<file path="src/rtl/ifetch_stage.sv">
// Instruction fetch stage: owns the PC, issues icache requests and fills the IF/ID latch bundle.
// Optional IFETCH_PERF_EN adds saturating fetch/stall event counters as extra outputs.
module ifetch_stage #(
  parameter logic [31:0] PC_RESET  = 32'h0000_0000,
  parameter logic [31:0] NOP_INSTR = 32'h0000_0000
) (
  input  logic        CLK,
  input  logic        nRST,
  input  logic        ihit,
  input  logic [31:0] imemload,
  input  logic        stall,
  input  logic        redirect_en,
  input  logic [31:0] redirect_pc,
  input  logic        halt,
  output logic        imemREN,
  output logic [31:0] imemaddr,
  output logic        fd_valid,
  output logic [31:0] instr_out,
  output logic [31:0] pc_out,
  output logic [31:0] pcplusfour_out
`ifdef IFETCH_PERF_EN
  ,
  output logic [31:0] fetch_count,
  output logic [31:0] stall_count
`endif
);

  // state      | meaning
  // FETCH      | normal fetch; hits fill the latch bundle
  // REDIR_PEND | redirect arrived during a miss; wait for the miss, then jump to pend_pc
  // HALTED     | fetch stopped until reset
  typedef enum logic [1:0] {
    FETCH      = 2'd0,
    REDIR_PEND = 2'd1,
    HALTED     = 2'd2
  } state_t;

  state_t      state, state_n;
  logic [31:0] pc, pc_n;
  logic [31:0] pend_pc, pend_pc_n;
  logic [31:0] instr_n, pc_out_n, pc4_n;
  logic        valid_n;
  logic        accept;
  logic [31:0] pc_plus4;

  assign pc_plus4 = pc + 32'd4;
  assign imemaddr = pc;
  assign imemREN  = (state != HALTED);

  always_comb begin
    state_n   = state;
    pc_n      = pc;
    pend_pc_n = pend_pc;
    instr_n   = instr_out;
    pc_out_n  = pc_out;
    pc4_n     = pcplusfour_out;
    valid_n   = fd_valid;
    accept    = 1'b0;

    case (state)
      FETCH: begin
        if (halt && !redirect_en) begin
          state_n = HALTED;
          instr_n = NOP_INSTR;
          valid_n = 1'b0;
        end else if (redirect_en) begin
          // a redirect flushes younger stages, so it wins over stall
          instr_n = NOP_INSTR;
          valid_n = 1'b0;
          if (ihit) begin
            pc_n = redirect_pc;
          end else begin
            pend_pc_n = redirect_pc;
            state_n   = REDIR_PEND;
          end
        end else if (stall) begin
          state_n = FETCH;
        end else if (ihit) begin
          accept   = 1'b1;
          instr_n  = imemload;
          pc_out_n = pc;
          pc4_n    = pc_plus4;
          valid_n  = 1'b1;
          pc_n     = pc_plus4;
        end else begin
          instr_n = NOP_INSTR;
          valid_n = 1'b0;
        end
      end

      REDIR_PEND: begin
        instr_n = NOP_INSTR;
        valid_n = 1'b0;
        if (halt && !redirect_en) begin
          state_n = HALTED;
        end else if (redirect_en) begin
          if (ihit) begin
            pc_n    = redirect_pc;
            state_n = FETCH;
          end else begin
            pend_pc_n = redirect_pc;
          end
        end else if (ihit) begin
          // the returning word belongs to the abandoned path
          pc_n    = pend_pc;
          state_n = FETCH;
        end
      end

      HALTED: begin
        instr_n = NOP_INSTR;
        valid_n = 1'b0;
      end

      default: begin
        state_n = FETCH;
        instr_n = NOP_INSTR;
        valid_n = 1'b0;
      end
    endcase
  end

  always_ff @(posedge CLK) begin
    if (!nRST) begin
      state          <= FETCH;
      pc             <= PC_RESET;
      pend_pc        <= 32'h0;
      instr_out      <= NOP_INSTR;
      pc_out         <= 32'h0;
      pcplusfour_out <= 32'h0;
      fd_valid       <= 1'b0;
    end else begin
      state          <= state_n;
      pc             <= pc_n;
      pend_pc        <= pend_pc_n;
      instr_out      <= instr_n;
      pc_out         <= pc_out_n;
      pcplusfour_out <= pc4_n;
      fd_valid       <= valid_n;
    end
  end

`ifdef IFETCH_PERF_EN
  logic stall_event;

  assign stall_event = imemREN && (stall || !ihit);

  always_ff @(posedge CLK) begin
    if (!nRST) begin
      fetch_count <= 32'h0;
      stall_count <= 32'h0;
    end else begin
      if (accept && (fetch_count != 32'hFFFF_FFFF))
        fetch_count <= fetch_count + 32'd1;
      if (stall_event && (stall_count != 32'hFFFF_FFFF))
        stall_count <= stall_count + 32'd1;
    end
  end
`endif

endmodule

</file>
<file path="config.mk">
export PLATFORM = sky130hd
export DESIGN_NAME = ifetch_stage
export DESIGN_NICKNAME = d
export VERILOG_FILES = /design/src/rtl/ifetch_stage.sv
export SDC_FILE = /design/constraint.sdc
export NUM_CORES = 1
export LEC_CHECK = 0
export BUFFER_PORTS_ARGS = -buffer_cell sky130_fd_sc_hd__clkbuf_2
export CAP_MARGIN = 20
export CORE_AREA = 4 4 137 139
export CTS_CLUSTER_SIZE = 24
export DETAILED_ROUTE_END_ITERATION = 16
export DIE_AREA = 0 0 141 143
export GPL_TIMING_DRIVEN = 0
export PLACE_DENSITY = 0.64
export REMOVE_ABC_BUFFERS = 1
export SLEW_MARGIN = 20
export SYNTH_ARGS = -nofsm -noshare
export SYNTH_HDL_FRONTEND = slang
export SYNTH_SLANG_ARGS = --single-unit
</file>
<file path="constraint.sdc">
create_clock -name CLK -period 2.3 [get_ports CLK]
set_input_delay 0.345 -clock CLK [delete_from_list [all_inputs] [get_ports CLK]]
set_output_delay 0.345 -clock CLK [all_outputs]
set_load 0.02 [all_outputs]
</file>
Word level (Yosys, flattened, before mapping)
Index checks and enable logic that the tools add are counted.
{"block": "totals", "output_inout_bits": 130, "inputBits": 70, "ff_bits": 163, "wordCells": 54}
{"block": "op_classes", "mux": 18, "n_eq_ne": 11, "bitwise_logic": 7, "n_addsub": 1, "reduce_logical": 10}
{"operator": "$mux 32", "n": 9}
{"operator": "$pmux 32 s2", "n": 1}
{"operator": "$add 32x3->32 const B", "n": 1}
{"operator": "$mux 2", "n": 6}
{"operator": "$ne 3x3->1 const B", "n": 4}
{"operator": "$ne 4x4->1 const B", "n": 2}
{"operator": "$reduce_and 4->1", "n": 2}
{"operator": "$not 1->1", "n": 7}
{"operator": "$ne 2x2->1 const B", "n": 3}
{"operator": "$pmux 2 s3", "n": 1}
{"operator": "$reduce_and 6->1", "n": 1}
{"operator": "$reduce_and 5->1", "n": 1}
{"operator": "$reduce_or 4->1", "n": 1}
{"operator": "$eq 2x1->1 const B", "n": 1}
{"operator": "$eq 2x2->1 const B", "n": 1}
{"operator": "$logic_not 2->1", "n": 1}
{"operator": "$reduce_bool 2->1", "n": 1}
{"operator": "$reduce_or 2->1", "n": 1}
{"operator": "$logic_and 1x1->1", "n": 1}
{"operator": "$logic_not 1->1", "n": 1}
{"operator": "$mux 1", "n": 1}

Depth between registers and ports, before layout
{"block": "logic_depth", "ltp_word": 6, "ltp_mapped": 8, "depth_no_buf": 6}

Worst setup path after synthesis
Ideal clock, no wire load.
{"block": "synth_timing", "kind": "register to register", "from": "reg pc[3], in the netlist imemaddr[3]", "to": "reg pc[30], in the netlist imemaddr[30]", "setup_ns": 0.078, "path_buffers": 1, "period_less_slack_ns": 2.368, "path_stages_with_launch": 8, "required_ns": 2.222, "arrival_time_ns": 2.291, "setup_slack_ns": -0.068, "cell_sequence": "dfxtp_1 -> ha_1 -> nand4_4 -> or3_1 -> buf_2 -> or4b_4 -> and3_4 -> nor3_1"}
{"block": "synth_via", "elab_chain_len": 6}
{"item": "from (decl)", "line_no": "39", "source": "logic [31:0] pc, pc_n;"}
{"item": "from (signal assigned)", "line_no": "134", "source": "pc <= pc_n;"}
{"item": "$add 32x3->32", "line_no": "46", "source": "assign pc_plus4 = pc + 32'd4;"}
{"item": "$mux 32", "line_no": "78", "source": "end else if (ihit) begin"}
{"item": "$mux 32", "line_no": "76", "source": "end else if (stall) begin"}
{"item": "$mux 32", "line_no": "66", "source": "end else if (redirect_en) begin"}
{"item": "$mux 32", "line_no": "62", "source": "if (halt && !redirect_en) begin"}
{"item": "$pmux 32 s2", "line_no": "60", "source": "case (state)"}
Every way passes these cells. The select of a mux whose other input is x is not followed.
A chain may end at the register's enable or synchronous reset.

Final worst setup path
{"block": "layout_timing", "from": "reg pc[2], in the netlist imemaddr[2]", "to": "reg pc[30], in the netlist imemaddr[30]"}
Same word-level chain as after synthesis.

==> results.yml <==
outcome:
  outcome: "completed"
power:
  p_switching_mw: 1.73
  p_int_mw: 4.74
  p_clk_share_pct: 42.1
  cellPowerDensity_mw_per_mm2: 744
  p_leak_nw: 3.50
  netSwitchingFraction_pct: 26.8
  pwr-share-seq_pct: 46.8
  vdd_drop_max_mv: 0.519
  p_comb_share_pct: 11.1
  fin_total_pwr_mw: 6.47
die:
  fp-row-count: 49
  die_w_um: 141
  pin_count: 200
  die_area_mm2: 0.0202
  die_y_um: 143
  core_area_mm2: 0.0177
  initial_utilization_pct: 39.1
worst_setup_path:
  r2r_cells: 6
  worstPathArrival_ns: 2.57
  worst_setup_path_end_kind: "flop"
  r2r_slack_ns: 0.07
  r2r-start: "imemaddr[2]$_SDFFE_PN0P_"
  critPathRequiredTime_ns: 2.64
  r2r_end: "imemaddr[30]$_SDFFE_PN0P_"
  critPathLaunchType: "flop"
  path_class: "reg2reg"
  cp_max_fo: 8
timing:
  finClkSkew_ns: 0.0104
  max_freq_ghz: 0.449
  rsz0062_at_grt: "yes"
  drv_slew: 0
  final.setup.tns_ns: 0
  setup_viol: 0
  min_period_over_period_pct: 96.9
  max_slew_margin_pct: 28.8
  fin_crit_ns: 2.23
  finalHoldViolations: 0
  tightest_slew_ns: 1.07
logic_synthesis:
  seq_area_frac_synth_pct: 46.7
  synthArstFlopShare_pct: 0
  ys.flop_type: "dfxtp_1"
  netlist_area_mm2: 0.00690
  yosys.area_share.simple_pct: 19.5
  synth.avg_cell_area_um2: 8.08
  ys_types: 53
  synth_edf_count: 0
  synthMuxAreaShare_pct: 1.54
  synth-compound-area-share_pct: 23.0
  yosys.area_share.adder_pct: 0.181
  synth_top_family_by_area: "compound AO/OA/AOI/OAI gates"
  synth_xor_xnor_area_share_pct: 3.43
  ys_ff_latch: 161
  synthCells: 853
  synth_top_cell_by_area: "dfxtp_1"
  synth_top_cell_area_share_pct: 46.7
  ys_warn_count: 0
  netlist_top_cells_area: "dfxtp_1 47%, nand2_1 8.1%, a21oi_1 7.6%"
final_layout:
  nets: 1074
  layout_common_cells: "198 x clkbuf_2, 147 x nand2_1, 147 x dfxtp_1"
  num_antenna_cells: 0
  final_common_cell: "clkbuf_2"
  syn2layout_area_growth_pct: 26.1
  fillers: 1747
  drive_gt1_share_pct: 29.0
routing:
  drc: 0
  drt-pass1-iter-count: 5
  via_count: 6651
  wl_um: 21300
  drtAntennaViolNets: 0
  first_iter_violations: 375
  viasPerCell: 5.34
  routedWlPerCell_um: 17.1
clock_tree:
  clock_latency_ns: 0.42
  cts_sinks: 161
  htreeDepth: 4
  cts_tree: "yes"
  numCtsBuffers: 17
  ctsHoldBuffers: 0
  clk_path_buf_depth: 2
  cts.reportedPaths.clkPinSlew_ns: 0.07
  cts_root_buf: "clkbuf_16"
worst_hold_path:
  worstHoldPathCells: 3
  min_from: "redirect_pc[9]"
  hp-class: "in2reg"
  hold_end: "pend_pc[9]$_SDFFE_PN0P_"
place:
  dp.final_hpwl_um: 13900
  port_buffers: 199
  gp_congestion: 0.773
global_routing:
  grt_pass1_vias: 6238
  overflow: 0
  grt_util_all_layers_pct: 20.5
  antenna_found_initial: 1
  grt_pass1_wl_um: 33300
  grt_max_degree: 49
flow_run:
  maxCapViolations: 0
==> area by class of cell <==
type	count	area [um^2]	area share [%]
multi-input combinational	597	3400	39.1
sequential	161	3240	37.3
timing repair buffer	215	1160	13.4
clock buffer	24	482	5.54
tap	229	287	3.29
clock inverter	8	80.1	0.921
inverter	11	43.8	0.504
==> stage by stage <==
step           utilization (%)  instances  setup WS (ns)  hold WS (ns)  instance area, um^2
5_1_grt                   49.3       1245        -0.0690         0.142                 8700
3_5_place_dp              45.3       1206         -0.378         0.444                 7990
4_1_cts                   48.7       1238      -0.000385         0.141                 8590
2_1_floorplan                -        768         -0.601         0.424                 6550
6_report                  49.3       1245         0.0707         0.155                 8700
3_3_place_gp              44.4       1196          -2.32         0.439                 7830
==> timing repair <==
action,CTS,global route
gates cloned,0,1
gates resized for setup,14,17
setup buffers,0,6
pin swaps,3,5
setup endpoints to repair,9,34
==> flip-flops by register name (all words and copies together), names as in the netlist <==
| name | cells |
|---|---|
| imemaddr | 32 |
| instr_out | 32 |
| pc_out | 32 |
| pend_pc | 32 |
| pcplusfour_out | 30 |
| state | 2 |
| fd_valid | 1 |
==> synthesized netlist by cell type, types with 3 or more instances <==
master	count
a2111oi_0	5
a211oi_1	12
a21oi_1	105
a22oi_1	35
a311oi_1	3
a31oi_1	6
a41oi_1	3
and2_1	3
and3_1	8
buf_2	9
buf_4	4
clkbuf_1	71
dfxtp_1	161
inv_1	11
mux2_2	5
mux2i_1	5
nand2_1	149
nand2b_1	4
nand3_1	8
nand4_1	11
nor2_1	74
nor2b_1	4
nor3_1	18
nor4_1	6
o21ai_0	47
o221a_2	6
o221ai_1	4
o22a_1	8
o22ai_1	11
or2_2	3
or3_1	3
xnor2_1	10
xor2_1	17
==> how the worst max path moves through the flow <==
stage                           endpoint                 startpoint  slack (ns)
6_report       imemaddr[30]$_SDFFE_PN0P_   imemaddr[2]$_SDFFE_PN0P_        0.07
5_1_grt        imemaddr[30]$_SDFFE_PN0P_  imemaddr[17]$_SDFFE_PN0P_       -0.07
4_1_cts        imemaddr[30]$_SDFFE_PN0P_  imemaddr[10]$_SDFFE_PN0P_     -0.0004
3_5_place_dp    imemaddr[7]$_SDFFE_PN0P_                      stall       -0.38
3_3_place_gp    imemaddr[7]$_SDFFE_PN0P_                      stall       -2.32
2_1_floorplan   imemaddr[7]$_SDFFE_PN0P_      state[1]$_SDFFE_PN0P_       -0.60
==> power groups by stage <==
stage                     Sequential [mW]  Combinational, mW  Clock, mW
after floorplan                      3.13              0.323          0
after global placement               3.08              0.683          0
after detailed placement             3.08              0.707          0
after CTS                            3.02              0.712       2.79
after global routing                 3.04              0.795       2.91
final                                3.03              0.718       2.73
==> critical path, stage by stage (launching register included) <==
cell	delay [ns]
dfxtp_4	0.42
ha_4	0.18
nand4_4	0.17
or3_4	0.49
or4b_4	0.53
and3_4	0.20
nor3_1	0.16
==> per-layer routing <==
layer / up-vias / GRT usage [%] / routed length, um
met5: - / 0 / 16
met2: 236 / 32.8 / 9720
met3: 20 / 6.36 / 1670
met1: 3093 / 27.2 / 9710
li1: 3300 / - / -
met4: 2 / 5.15 / 238
==> cell families (layout without fill, tap and decap cells) <==
family                   count (synthesis)  in the layout
AO/OA/AOI/OAI                          256            256
XOR/XNOR                                27             27
adder cells (fa/ha/maj)                  1              1
buffers and inverters                   96            258
flip-flops                             161            161
multiplexers                            10             10
AND/OR/NAND/NOR                        302            303
Note: power is estimated with default switching activity, not from simulation.
